$ cat src/rtl/uart_receive.sv
`timescale 1ns/1ps
// -----------------------------------------------------------------------------
// uart_receive
//   8N1 UART receiver. The asynchronous rx line is brought into the clk_in
//   domain through a two-flop synchroniser, the start bit is re-checked at its
//   centre to reject glitches, each data bit and the stop bit are sampled once
//   at their nominal centre, and every frame ends in either a one-cycle
//   valid_out pulse (good stop bit) or a one-cycle frame_err_out pulse (stop
//   bit low, byte discarded). After a framing error the receiver waits for the
//   line to return high, so a held-low line (break) never starts a new frame.
//
// Parameters
//   INPUT_CLOCK_FREQ  clk_in frequency in Hz
//   BAUD_RATE         line rate in bits/s
//
// Ports
//   clk_in         in   system clock
//   rst_n_in       in   asynchronous active-low reset
//   rx_wire_in     in   raw serial line, idle high, asynchronous to clk_in
//   data_out       out  [7:0] last correctly framed byte (LSB received first)
//   valid_out      out  one-cycle pulse, data_out updated this cycle
//   frame_err_out  out  one-cycle pulse, stop bit sampled low
//   busy_out       out  high whenever the receiver is not idle
// -----------------------------------------------------------------------------
module uart_receive #(
  parameter int INPUT_CLOCK_FREQ = 100_000_000,
  parameter int BAUD_RATE        = 9600
) (
  input  logic       clk_in,
  input  logic       rst_n_in,
  input  logic       rx_wire_in,
  output logic [7:0] data_out,
  output logic       valid_out,
  output logic       frame_err_out,
  output logic       busy_out
);

  localparam int BAUD_BIT_PERIOD = INPUT_CLOCK_FREQ / BAUD_RATE;
  localparam int HALF            = BAUD_BIT_PERIOD / 2;
  localparam int CNT_W           = $clog2(BAUD_BIT_PERIOD);

  localparam logic [CNT_W-1:0] CNT_HALF_END = CNT_W'(HALF - 1);
  localparam logic [CNT_W-1:0] CNT_BIT_END  = CNT_W'(BAUD_BIT_PERIOD - 1);

  typedef enum logic [2:0] {
    S_IDLE,
    S_START,
    S_DATA,
    S_STOP,
    S_BREAK
  } state_t;

  // Synchroniser
  logic r_sync1;
  logic r_sync2;
  logic w_rx_s;

  // FSM and datapath
  state_t           r_state;
  logic [CNT_W-1:0] r_cnt;
  logic [2:0]       r_bit_idx;
  logic [7:0]       r_shift;
  logic [7:0]       r_data;
  logic             r_valid;
  logic             r_frame_err;
  logic             r_busy;

  // NOTE: the synchroniser resets to 1 (line idle) rather than 0, otherwise
  // the first cycles after reset would look like a start bit.
  always_ff @(posedge clk_in or negedge rst_n_in) begin
    if (!rst_n_in) begin
      r_sync1 <= 1'b1;
      r_sync2 <= 1'b1;
    end else begin
      // NOTE: non-blocking assignments make r_sync2 take the old r_sync1,
      // which is what gives two real flop stages.
      r_sync1 <= rx_wire_in;
      r_sync2 <= r_sync1;
    end
  end

  assign w_rx_s = r_sync2;

  // Every state change clears r_cnt, so each state measures its own interval
  // from zero. START waits half a bit so that all later samples, taken one
  // full bit period apart, land on bit centres.
  always_ff @(posedge clk_in or negedge rst_n_in) begin
    if (!rst_n_in) begin
      r_state     <= S_IDLE;
      r_cnt       <= '0;
      r_bit_idx   <= '0;
      r_shift     <= '0;
      r_data      <= '0;
      r_valid     <= 1'b0;
      r_frame_err <= 1'b0;
      r_busy      <= 1'b0;
    end else begin
      // NOTE: pulses default low every cycle; only the STOP decision below
      // raises one, which guarantees single-cycle width.
      r_valid     <= 1'b0;
      r_frame_err <= 1'b0;

      case (r_state)
        S_IDLE: begin
          if (!w_rx_s) begin
            r_state <= S_START;
            r_cnt   <= '0;
            r_busy  <= 1'b1;
          end
        end

        S_START: begin
          if (r_cnt == CNT_HALF_END) begin
            r_cnt <= '0;
            if (!w_rx_s) begin
              r_state   <= S_DATA;
              r_bit_idx <= '0;
            end else begin
              // Line went back high before mid-start: treat as a glitch.
              r_state <= S_IDLE;
              r_busy  <= 1'b0;
            end
          end else begin
            r_cnt <= r_cnt + 1'b1;
          end
        end

        S_DATA: begin
          if (r_cnt == CNT_BIT_END) begin
            r_cnt              <= '0;
            r_shift[r_bit_idx] <= w_rx_s;
            if (r_bit_idx == 3'd7) begin
              r_state <= S_STOP;
            end else begin
              r_bit_idx <= r_bit_idx + 3'd1;
            end
          end else begin
            r_cnt <= r_cnt + 1'b1;
          end
        end

        S_STOP: begin
          // Leaving at mid-stop gives half a bit of slack to catch a start
          // edge that follows the stop bit with no idle time.
          if (r_cnt == CNT_BIT_END) begin
            r_cnt <= '0;
            if (w_rx_s) begin
              r_data  <= r_shift;
              r_valid <= 1'b1;
              r_state <= S_IDLE;
              r_busy  <= 1'b0;
            end else begin
              r_frame_err <= 1'b1;
              r_state     <= S_BREAK;
            end
          end else begin
            r_cnt <= r_cnt + 1'b1;
          end
        end

        S_BREAK: begin
          // Stay here while the line is held low so a break cannot be
          // mistaken for a new start bit.
          if (w_rx_s) begin
            r_state <= S_IDLE;
            r_cnt   <= '0;
            r_busy  <= 1'b0;
          end
        end

        default: begin
          r_state <= S_IDLE;
          r_cnt   <= '0;
          r_busy  <= 1'b0;
        end
      endcase
    end
  end

  assign data_out      = r_data;
  assign valid_out     = r_valid;
  assign frame_err_out = r_frame_err;
  assign busy_out      = r_busy;

endmodule
$ cat config.mk
export PLATFORM = sky130hd
export DESIGN_NAME = uart_receive
export DESIGN_NICKNAME = d
export VERILOG_FILES = /design/src/rtl/uart_receive.sv
export SDC_FILE = /design/constraint.sdc
export NUM_CORES = 1
export LEC_CHECK = 0
export BUFFER_PORTS_ARGS = -buffer_cell sky130_fd_sc_hd__buf_2
export CORE_AREA = 2 2 95 51
export DETAILED_ROUTE_END_ITERATION = 10
export DIE_AREA = 0 0 97 53
export HOLD_SLACK_MARGIN = 0.06
export PLACE_DENSITY = 0.81
export REMOVE_ABC_BUFFERS = 1
export SLEW_MARGIN = 20
export SYNTH_ARGS = -nofsm -noshare
export SYNTH_HDL_FRONTEND = slang
export SYNTH_SLANG_ARGS = --single-unit
$ cat constraint.sdc
create_clock -name clk_in -period 2.2 [get_ports clk_in]
set_input_delay 0 -clock clk_in [delete_from_list [all_inputs] [get_ports clk_in]]
set_output_delay 0 -clock clk_in [all_outputs]
set_load 0.02 [all_outputs]
==> metrics.md, run 1 <==
| Metric | Value |
|---|---|
| Status | `finished, violations left` |
| Failing checks | `negative setup slack` |
| Post-synth top cells | `dfrtp_1 (39), nand2_1 (19), mux2_2 (16)` |
| ANT cells | `0` |
| Xor and xnor area share after synthesis | `0.008363` |
| Vias in the first global route | `1630` |
| Setup Slack @ Placement | `-0.05552 ns` |
| GRT Overall Usage | `0.2113` |
| Worst-Margin Slew | `0.8801 ns` |
| Worst path slowest cell | `or4_4` |
| Initial DRT Pass Iterations | `7` |
| Post-Synth Adder-Cell Area | `0.02389` |
| Crit path max-delay family | `simple AND/OR/NAND/NOR gates` |
| Fin crit share | `1.030` |
| Post-route cell area | `2638 sq um` |
| Critical path depth in cells | `5` |
| Synth Register Bits | `41` |
| Clock skew | `0.01170 ns` |
| Final Hold Vio Count | `0` |
| Synth Area in Simple Gates | `0.2348` |
| Post-synthesis mux area share | `0.09140` |
| Die Span Y | `53 um` |
| Post-Route Utilization | `0.6169` |
| Area of the multi-input gates | `1065 sq um` |
| CTS Sinks | `41` |
| Initial antenna violation count | `0` |
| Max-slew headroom | `0.4133` |
| Number of synthesized flops with an enable pin | `0` |
| CP max stage delay | `0.47 ns` |
| Crit path arrival time | `2.45 ns` |
| Hold path depth | `2` |
| Residual DRC | `0` |
| Initial Utilization | `0.4899` |
| Syn avg cell area | `10.17 sq um` |
| Reg clk slew, reported paths | `0.07 ns` |
| Largest family of logic cells by synthesized area | `simple AND/OR/NAND/NOR gates` |
| Min cycle time layout | `2.265 ns` |
| VDD IR max | `0.3676 mV` |
| Congestion Overflow GR | `0` |
| I/O pin count | `14` |
| Site row count | `17` |
| First-pass GRT wire length | `8.217 mm` |
| Area grow syn2layout | `25.93%` |
| Max_cap viols | `0` |
| Core area | `4275 sq um` |
| Average wire per standard cell | `16.89 um` |
| Pleak | `1.247 nW` |
| Distinct cells, synth | `41` |
| Ys Warns | `0` |
| Req. time, crit path | `2.38 ns` |
| Yosys top cell area share | `0.4659` |
| CTS max path bufs | `2` |
| Worst setup SP type | `flip-flop` |
| Area leader, netlist | `dfrtp_1` |
| Buf/Inv on CP | `0` |
| CTS tree | `done` |
| Final-report setup violation count | `4` |
| Syn Inst Count | `206` |
| DPL Wire Length | `3.718 mm` |
| FILL cells | `334` |
| Async SR Flop Fraction | `1.000` |
| Tot Pwr | `0.001366 W` |
| Clock Tree Root | `clkbuf_8` |
| Compound-Gate Fraction of Synth Area | `0.1177` |
| Vias | `1818` |
| Post-synthesis cell area | `2095 sq um` |
| Final std cells w/o fill | `308` |
| Storage element area | `1031 sq um` |
| Number of port buffers | `13` |
| R2r worst-path depth | `5` |
| Placed Area | `2414 sq um` |
| Iter 0 DRT Violations | `264` |
| Critical path class | `flip-flop to flip-flop` |
| Layout net count | `258` |
| Max Freq | `441.5 MHz` |
| Worst-Skew Late Latency | `0.30 ns` |
| PwrDens | `517.8 nW/um^2` |
| Max H-tree Level | `2` |
| DRT antenna net count | `0` |
| Die width | `97 um` |
| Layout cells sized above 1 | `0.3586` |
| Final Max Tran Viols | `0` |
| CP max FO | `4` |
| Maximum number of pins on one net before global-route repair | `42` |
| Register area share after synthesis | `0.4910` |
| Worst-path cell chain | `or3b_4, or3_4, or4_4, nor3b_2, mux2_4` |
| Vias per cell | `5.903` |
| Hold/Removal Path Class | `primary input to flip-flop` |
| Area contributors post-synth | `dfrtp_1 (47%), mux2_2 (8.6%), nand2_1 (3.4%)` |
| Global placer's final weighted congestion | `0.9767` |
| Total wire length | `5.201 mm` |
| Num CTS Buffers | `5` |
| Total placed cells including tap cells | `295` |
| Slack of the critical path | `-0.06494 ns` |
| Die Area | `5141 sq um` |
| Top FF cell, synth | `dfrtp_1` |
| Most frequent cell after synthesis | `dfrtp_1` |
| Critical path endpoint category | `flip-flop` |
| RSZ-0062 raised after global routing | `true` |
[path summary, 6_finish.rpt]
kind / start / end / slack, ns
max in group asynchronous: rst_n_in / r_cnt[0] / 1.23
worst min register to register: r_sync1 / r_sync2 / 0.36
worst max-delay path: r_cnt[6] / r_shift[1] / -0.06
worst min-delay path: rx_wire_in / r_sync1 / 0.35
worst max register to register: r_cnt[6] / r_shift[1] / -0.06
min in group asynchronous: rst_n_in / r_shift[6] / 0.36
[final cells by class]
type	instances	share of cell area
Tap cell	57	0.02704
Clock buffer	5	0.02609
Timing Repair Buffer	49	0.1290
Inverter	7	0.009962
Multi-Input combinational cell	147	0.4037
Clock inverter	2	0.01328
Sequential cell	41	0.3909
[worst register-to-register path, stage by stage, from the launching register on]
cell and delay (ns):
dfrtp_1 0.39, or3b_4 0.40, or3_4 0.38, or4_4 0.47
nor3b_2 0.21, mux2_4 0.31
[per-layer routing]
metal / track usage / routed length [um]
met1: 0.3126 / 2500
met2: 0.3090 / 2112
met3: 0.05152 / 478
met4: 0.05634 / 110
met5: 0 / 0
[report_power, final]
part	internal, W	switching, W	total (W)
clock	0.000330	0.000252	0.000582
combinational	0.00000541	0.0000163	0.0000217
sequential	0.000757	0.00000533	0.000762
total	0.00109	0.000274	0.00137
[state kept, by name, indices dropped and copies added (netlist names)]
signal,flops
frame_err_out,1
valid_out,1
r_sync1,1
r_state,3
busy_out,1
r_sync2,1
r_cnt,14
r_shift,8
r_bit_idx,3
data_out,8
[through the flow]
stage / hold WS, ns / setup TNS, ns
floorplan: -0.2956 / -0.2633
global placement: 0.1043 / -0.01318
detailed placement: 0.1061 / -0.1378
CTS: 0.3408 / -0.1753
global route: 0.3503 / -0.3741
finish: 0.3503 / -0.1610
[cells in the final DEF (no fill, tap or decap), drive strengths merged]
master	n
buf	47
dfrtp	39
nand2	19
mux2	17
nor2	15
a21oi	11
o21ai	8
nor3	8
inv	7
nand3	7
a22o	7
clkbuf	5
or3	5
nor4	4
o22ai	4
ha	4
nand4b	3
and3	3
nand4	3
nand3b	3
or2	3
nand2b	2
xor2	2
a41oi	2
a31oi	2
and2	2
o22a	2
a211o	2
nor3b	2
dlygate4sd3	2
dfstp	2
nor4bb	2
or3b	1
nor4b	1
and4	1
nor2b	1
or4	1
bufinv	1
clkinv	1
[repair_timing]
| item | 4_1_cts | 5_1_grt |
|---|---|---|
| endpoints found under the setup margin | 5 | 12 |
| pin swaps | 1 | 1 |
| gates resized for setup | 4 | 10 |
| setup buffers | 1 | 3 |
| hold buffers | 2 | 0 |
| endpoints found under the hold margin | 40 | 0 |
[cell families (layout without fill, tap and decap cells)]
family | count (synthesis) | count (layout)
buffers and inverters | 18 | 63
muxes | 17 | 17
DFF | 41 | 41
adders and majority gates | 4 | 4
AOI/OAI and AO/OA | 38 | 38
xor gates and xnor gates | 2 | 2
and+or+nand+nor | 86 | 86
Power figures use the tool's default switching activity.
==> run 2: changes to the inputs <==
CTS_BUF_LIST = sky130_fd_sc_hd__clkbuf_8   (was not set)
PLACE_DENSITY = 0.79   (was 0.81)
clock period = 2.49 ns   (was 2.2 ns; I/O delays follow)
==> metrics.md, run 2 (synthesis results as in run 1) <==
| Metric | Value |
|---|---|
| Clock share of power | `0.483 (was 0.426)` |
| Commonest non-fill, non-tap cell in the layout | `dfrtp_1 (unchanged)` |
| RSZ-0062 raised after global routing | `false (was true)` |
| RR Endpoint | `r_shift[0] (was r_shift[1])` |
| Switching Share | `0.1994 (was 0.2007)` |
| Crit path max-delay family | `simple AND/OR/NAND/NOR gates (unchanged)` |
| Clock skew | `0.008628 ns (was 0.01170 ns)` |
| Final Max Tran Viols | `0 (unchanged)` |
| Area grow syn2layout | `17.08% (was 25.93%)` |
| Layout cells sized above 1 | `0.2684 (was 0.3586)` |
| Reg clk slew, reported paths | `0.09 ns (was 0.07 ns)` |
| Final-report setup violation count | `0 (was 4)` |
| Buf/Inv on CP | `0 (unchanged)` |
| Critical path class | `flip-flop to flip-flop (unchanged)` |
| Pleak | `1.148 nW (was 1.247 nW)` |
| Placed Area | `2263 sq um (was 2414 sq um)` |
| Layout net count | `237 (was 258)` |
| Iter 0 DRT Violations | `168 (was 264)` |
| Worst path slowest cell | `dfrtp_1 (was or4_4)` |
| Setup TNS | `0 ns (was -0.1610 ns)` |
| Vias in the first global route | `1557 (was 1630)` |
| R2r worst-path depth | `5 (unchanged)` |
| Hold/Removal Path Class | `primary input to flip-flop (unchanged)` |
| Worst r2r src | `r_cnt[12] (was r_cnt[6])` |
| CTS tree | `done (unchanged)` |
| Share of power burned in registers | `0.503 (was 0.558)` |
| Vias per cell | `5.976 (was 5.903)` |
| VDD IR max | `0.2567 mV (was 0.3676 mV)` |
| Max Freq | `419.1 MHz (was 441.5 MHz)` |
| Site row count | `17 (unchanged)` |
| Worst Setup SP | `r_cnt[12] (was r_cnt[6])` |
| Fin crit share | `0.9582 (was 1.030)` |
| Worst-Skew Late Latency | `0.30 ns (about the same)` |
| Average wire per standard cell | `17.12 um (was 16.89 um)` |
| Initial DRT Pass Iterations | `5 (was 7)` |
| CTS Sinks | `41 (unchanged)` |
| Max FFs per register | `14 (unchanged)` |
| First-pass GRT wire length | `7.997 mm (was 8.217 mm)` |
| Vias | `1721 (was 1818)` |
| R2r setup slk | `0.10 ns (was -0.06 ns)` |
| Die width | `97 um (unchanged)` |
| GRT Overall Usage | `0.2071 (was 0.2113)` |
| Number of port buffers | `13 (unchanged)` |
| I/O pin count | `14 (unchanged)` |
| Worst-Margin Slew | `0.9013 ns (was 0.8801 ns)` |
| Req. time, crit path | `2.69 ns (was 2.38 ns)` |
| DPL Wire Length | `3.427 mm (was 3.718 mm)` |
| Max H-tree Level | `2 (unchanged)` |
| Worst-path cell chain | `or3b_4, or3_1, or4_4, nor3_1, mux2_2 (was or3b_4, or3_4, or4_4, nor3b_2, mux2_4)` |
| Die Span Y | `53 um (unchanged)` |
| DRT antenna net count | `0 (unchanged)` |
| FILL cells | `350 (was 334)` |
| Largest Register | `r_cnt (unchanged)` |
| Critical path endpoint category | `flip-flop (unchanged)` |
| Initial Utilization | `0.4899 (unchanged)` |
| Psw | `0.0002669 W (was 0.0002740 W)` |
| PwrDens | `545.7 nW/um^2 (was 517.8 nW/um^2)` |
| Max-slew headroom | `0.3991 (was 0.4133)` |
| Die Area | `5141 sq um (unchanged)` |
| Critical path depth in cells | `5 (unchanged)` |
| Hold Worst Slack | `0.3419 ns (was 0.3503 ns)` |
| Critical Path End | `r_shift[0] (was r_shift[1])` |
| Post-route cell area | `2452 sq um (was 2638 sq um)` |
| Worst setup SP type | `flip-flop (unchanged)` |
| Num CTS Buffers | `5 (unchanged)` |
| ANT cells | `0 (unchanged)` |
| Final Hold Vio Count | `0 (unchanged)` |
| Residual DRC | `0 (unchanged)` |
| CP max FO | `6 (was 4)` |
| Clock Tree Root | `clkbuf_8 (unchanged)` |
| Crit path arrival time | `2.58 ns (was 2.45 ns)` |
| Total wire length | `4.930 mm (was 5.201 mm)` |
| Status | `finished, final reports clean (was finished, violations left)` |
| Core area | `4275 sq um (unchanged)` |
| Most frequent cells in the layout | `dfrtp_1 (39), nand2_1 (19), mux2_2 (16), nor2_1 (15) (was dfrtp_1 (37), buf_4 (34), nand2_1 (19), nor2_1 (15), mux2_2 (15))` |
| Internal cell power | `0.001071 W (was 0.001092 W)` |
| Congestion Overflow GR | `0 (unchanged)` |
| CP max stage delay | `0.46 ns (was 0.47 ns)` |
| Global placer's final weighted congestion | `0.8945 (was 0.9767)` |
| Max_cap viols | `0 (unchanged)` |
| CTS max path bufs | `2 (unchanged)` |
| Min cycle time layout | `2.386 ns (was 2.265 ns)` |
| Logic pwr share | `0.014 (was 0.016)` |
| Maximum number of pins on one net before global-route repair | `42 (unchanged)` |
| Initial antenna violation count | `0 (unchanged)` |
-- run 2: power by group through the flow --
stage / registers [W] / logic, W / clock network, W
floorplan: 0.000684 / 0.00000284 / 0
global placement: 0.000686 / 0.0000175 / 0
detailed placement: 0.000686 / 0.0000180 / 0
CTS: 0.000673 / 0.0000203 / 0.000653
global route: 0.000674 / 0.0000230 / 0.000688
finish: 0.000673 / 0.0000193 / 0.000646
-- run 2: layer usage --
metal | share of wire | track usage
met1 | 0.52 | 0.3192
met2 | 0.37 | 0.2766
met3 | 0.090 | 0.05152
met4 | 0.018 | 0.07042
met5 | 0 | 0
-- run 2: worst min-delay path by stage --
stage	start	end	cells past startpoint
floorplan	rst_n_in	busy_out	0
global placement	rx_wire_in	r_sync1	1
detailed placement	rx_wire_in	r_sync1	1
CTS	rx_wire_in	r_sync1	2
global route	rx_wire_in	r_sync1	2
finish	rx_wire_in	r_sync1	2
-- run 2: area by class of cell --
cell class / instances / area (sq um) / area share
Multi-Input combinational cell: 147 / 1010 / 0.4117
Tap cell: 57 / 71.32 / 0.02908
Clock buffer: 5 / 68.82 / 0.02806
Clock inverter: 3 / 65.06 / 0.02653
Timing Repair Buffer: 28 / 182.7 / 0.07449
Inverter: 7 / 26.28 / 0.01071
Sequential cell: 41 / 1028 / 0.4194
-- run 2: stage by stage --
step,instances,utilization,setup slack (ns),total power (W)
finish,288,0.5736,0.1042,0.001338
global route,288,0.5736,0.01310,0.001385
CTS,285,0.5654,0.1149,0.001346
detailed placement,275,0.5294,0.1279,0.0007040
global placement,275,0.5294,0.1818,0.0007031
floorplan,195,-,0.1975,0.0006871
-- run 2: timing repair --
item	CTS	global route
endpoints found under the hold margin	40	0
hold buffers	2	0
endpoints found under the setup margin	0	3
gates resized for setup	0	2
buffers inserted	0	3
==> run 3: changes to the inputs <==
ABC_AREA = 1   (was not set)
CORE_AREA = 2 2 101 54   (was 2 2 95 51)
DIE_AREA = 0 0 103 56   (was 0 0 97 53)
PLACE_DENSITY = 0.78   (was 0.79)
==> metrics.md, run 3 <==
| Metric | Value |
|---|---|
| Post-CTS Setup Bufs | `0 (unchanged)` |
| Layout net count | `338 (was 237)` |
| Num CTS Buffers | `5 (unchanged)` |
| Die Area | `5768 sq um (was 5141 sq um)` |
| CTS max path bufs | `2 (unchanged)` |
| Critical Path End | `r_shift[3] (was r_shift[0])` |
| Initial DRT Pass Iterations | `4 (was 5)` |
| Core area | `4820 sq um (was 4275 sq um)` |
| Residual DRC | `0 (unchanged)` |
| Ys Warns | `0 (unchanged)` |
| Hold buffers post-CTS | `2 (unchanged)` |
| CTS tree | `done (unchanged)` |
| Storage element area | `1028 sq um (unchanged)` |
| Most frequent cells in the layout | `nand2_1 (120), dfrtp_1 (39), nor2_1 (33), nand3_1 (26), inv_1 (23) (was dfrtp_1 (39), nand2_1 (19), mux2_2 (16), nor2_1 (15))` |
| Hold path depth | `2 (unchanged)` |
| Yosys top cell area share | `0.4140 (was 0.4659)` |
| Worst-Margin Slew | `0.8968 ns (was 0.9013 ns)` |
| GRT Overall Usage | `0.1929 (was 0.2071)` |
| Clock Tree Root | `clkbuf_8 (unchanged)` |
| First-pass GRT wire length | `8.666 mm (was 7.997 mm)` |
| VDD IR max | `0.2205 mV (was 0.2567 mV)` |
| Pleak | `1.360 nW (was 1.148 nW)` |
| Distinct cells, synth | `26 (was 41)` |
| Final Hold Vio Count | `0 (unchanged)` |
| Async SR Flop Fraction | `1.000 (unchanged)` |
| I/O pin count | `14 (unchanged)` |
| Worst r2r src | `r_cnt[0] (was r_cnt[12])` |
| Cts repair resizes | `0 (unchanged)` |
| Die width | `103 um (was 97 um)` |
| Vias in the first global route | `1916 (was 1557)` |
| RSZ-0062 raised after global routing | `false (unchanged)` |
| CTS Sinks | `41 (unchanged)` |
| Synth Register Bits | `41 (unchanged)` |
| CP max FO | `8 (was 6)` |
| DRT antenna net count | `0 (unchanged)` |
| Setup TNS | `0 ns (unchanged)` |
| Worst-Skew Late Latency | `0.31 ns (was 0.30 ns)` |
| Min cycle time layout | `1.621 ns (was 2.386 ns)` |
| Most frequent cell after synthesis | `nand2_1 (was dfrtp_1)` |
| Setup Slack @ Placement | `0.8911 ns (was 0.1279 ns)` |
| Layout cells sized above 1 | `0.1416 (was 0.2684)` |
| Critical path class | `flip-flop to flip-flop (unchanged)` |
| Top FF cell, synth | `dfrtp_1 (unchanged)` |
| Tot Pwr | `0.001252 W (was 0.001338 W)` |
| Fin crit share | `0.6508 (was 0.9582)` |
| Reg clk slew, reported paths | `0.08 ns (was 0.09 ns)` |
| Hold path start | `rx_wire_in (unchanged)` |
| Congestion Overflow GR | `0 (unchanged)` |
| Max H-tree Level | `2 (unchanged)` |
| FILL cells | `453 (was 350)` |
| Placed Area | `2484 sq um (was 2263 sq um)` |
| Maximum number of pins on one net before global-route repair | `42 (unchanged)` |
| Req. time, crit path | `2.69 ns (about the same)` |
| Final-report setup violation count | `0 (unchanged)` |
| Site row count | `18 (was 17)` |
| Commonest non-fill, non-tap cell in the layout | `nand2_1 (was dfrtp_1)` |
| Average wire per standard cell | `12.22 um (was 17.12 um)` |
| Number of synthesized flops with an enable pin | `0 (unchanged)` |
| Area grow syn2layout | `11.09% (was 17.08%)` |
| Area contributors post-synth | `dfrtp_1 (41%), nand2_1 (19%), nand3_1 (5.5%) (was dfrtp_1 (47%), mux2_2 (8.6%), nand2_1 (3.4%))` |
| Max Freq | `617.1 MHz (was 419.1 MHz)` |
| Area leader, netlist | `dfrtp_1 (unchanged)` |
| DPL Wire Length | `3.614 mm (was 3.427 mm)` |
| RR Endpoint | `r_shift[3] (was r_shift[0])` |
| Max-slew headroom | `0.4021 (was 0.3991)` |
| Syn avg cell area | `7.531 sq um (was 10.17 sq um)` |
| Hold/Removal Path Class | `primary input to flip-flop (unchanged)` |
| Clock skew | `0.007544 ns (was 0.008628 ns)` |
| R2r worst-path depth | `8 (was 5)` |
| Iter 0 DRT Violations | `115 (was 168)` |
| Post-route cell area | `2619 sq um (was 2452 sq um)` |
| Worst Setup SP | `r_cnt[0] (was r_cnt[12])` |
| Slack of the critical path | `0.8695 ns (was 0.1042 ns)` |
| Syn Inst Count | `313 (was 206)` |
| Final Max Tran Viols | `0 (unchanged)` |
| ANT cells | `0 (unchanged)` |
| Register area share after synthesis | `0.4363 (was 0.4910)` |
| Total wire length | `4.913 mm (was 4.930 mm)` |
| Largest Register | `r_cnt (unchanged)` |
| Max FFs per register | `14 (unchanged)` |
| Status | `finished, final reports clean (unchanged)` |
| Crit path arrival time | `1.82 ns (was 2.58 ns)` |
| PwrDens | `478.0 nW/um^2 (was 545.7 nW/um^2)` |
| Post-synthesis cell area | `2357 sq um (was 2095 sq um)` |
| Critical path endpoint category | `flip-flop (unchanged)` |
| Vias per cell | `4.955 (was 5.976)` |
| Number of port buffers | `13 (unchanged)` |
| Global placer's final weighted congestion | `0.9491 (was 0.8945)` |
| Post-synth top cells | `nand2_1 (120), dfrtp_1 (39), nor2_1 (33) (was dfrtp_1 (39), nand2_1 (19), mux2_2 (16))` |
| R2r setup slk | `0.87 ns (was 0.10 ns)` |
| Post-Route Utilization | `0.5434 (was 0.5736)` |
| Max_cap viols | `0 (unchanged)` |
| Worst setup SP type | `flip-flop (unchanged)` |
| Vias | `1992 (was 1721)` |
| Initial antenna violation count | `0 (unchanged)` |
| Initial Utilization | `0.4891 (was 0.4899)` |
| Area of the multi-input gates | `1179 sq um (was 1010 sq um)` |
| Die Span Y | `56 um (was 53 um)` |
[run 3: worst min path at each step]
stage                           to  slack (ns)
after floorplan           busy_out       -0.30
after global placement     r_sync1        0.11
after detailed placement   r_sync1        0.11
after CTS                  r_sync1        0.34
after global routing       r_sync1        0.35
final                      r_sync1        0.34
[run 3: per-stage QoR]
stage	hold slack (ns)	cells
finish	0.3436	402
detailed placement	0.1143	392
global placement	0.1057	392
floorplan	-0.2956	309
CTS	0.3448	402
global route	0.3511	402
[run 3: cell type report]
cell class / instances / share of cell area
clock buffers: 5 / 0.02628
clock inverters: 3 / 0.01768
inverters: 31 / 0.04730
multi-input cells: 237 / 0.4501
flip-flops and latches: 41 / 0.3927
well taps: 70 / 0.03344
repair buffers: 15 / 0.03249
[run 3: per-layer routing]
layer	part of all wire	up-vias	GRT usage
met5	0	-	0
met3	0.050	6	0.04271
met4	0.014	0	0.07143
met1	0.46	915	0.2514
met2	0.47	46	0.3135
li1	-	1025	-
[run 3: where the power goes]
group | switching, W | internal (W)
registers | 0.00000267 | 0.000668
logic | 0.0000173 | 0.00000494
clock network | 0.000258 | 0.000300
total | 0.000278 | 0.000973
[run 3: cells by family (layout without fill, tap and decap cells)]
logic type | count (synthesis) | count (layout) | share of synthesized area
simple gates | 213 | 213 | 0.4193
compound gates | 12 | 12 | 0.02972
fa+ha+maj | 4 | 4 | 0.02123
flops | 41 | 41 | 0.4363
xor+xnor | 8 | 8 | 0.02973
buf+inv | 35 | 54 | 0.06369
[run 3: critical path: stages (launching register included)]
cell and delay [ns]:
dfrtp_1 0.42, ha_1 0.22, nand3_1 0.14, nor2_1 0.14, nand2_1 0.17, nor2_4 0.22, nand2_1 0.09, nand2_1 0.06
nand2_1 0.06
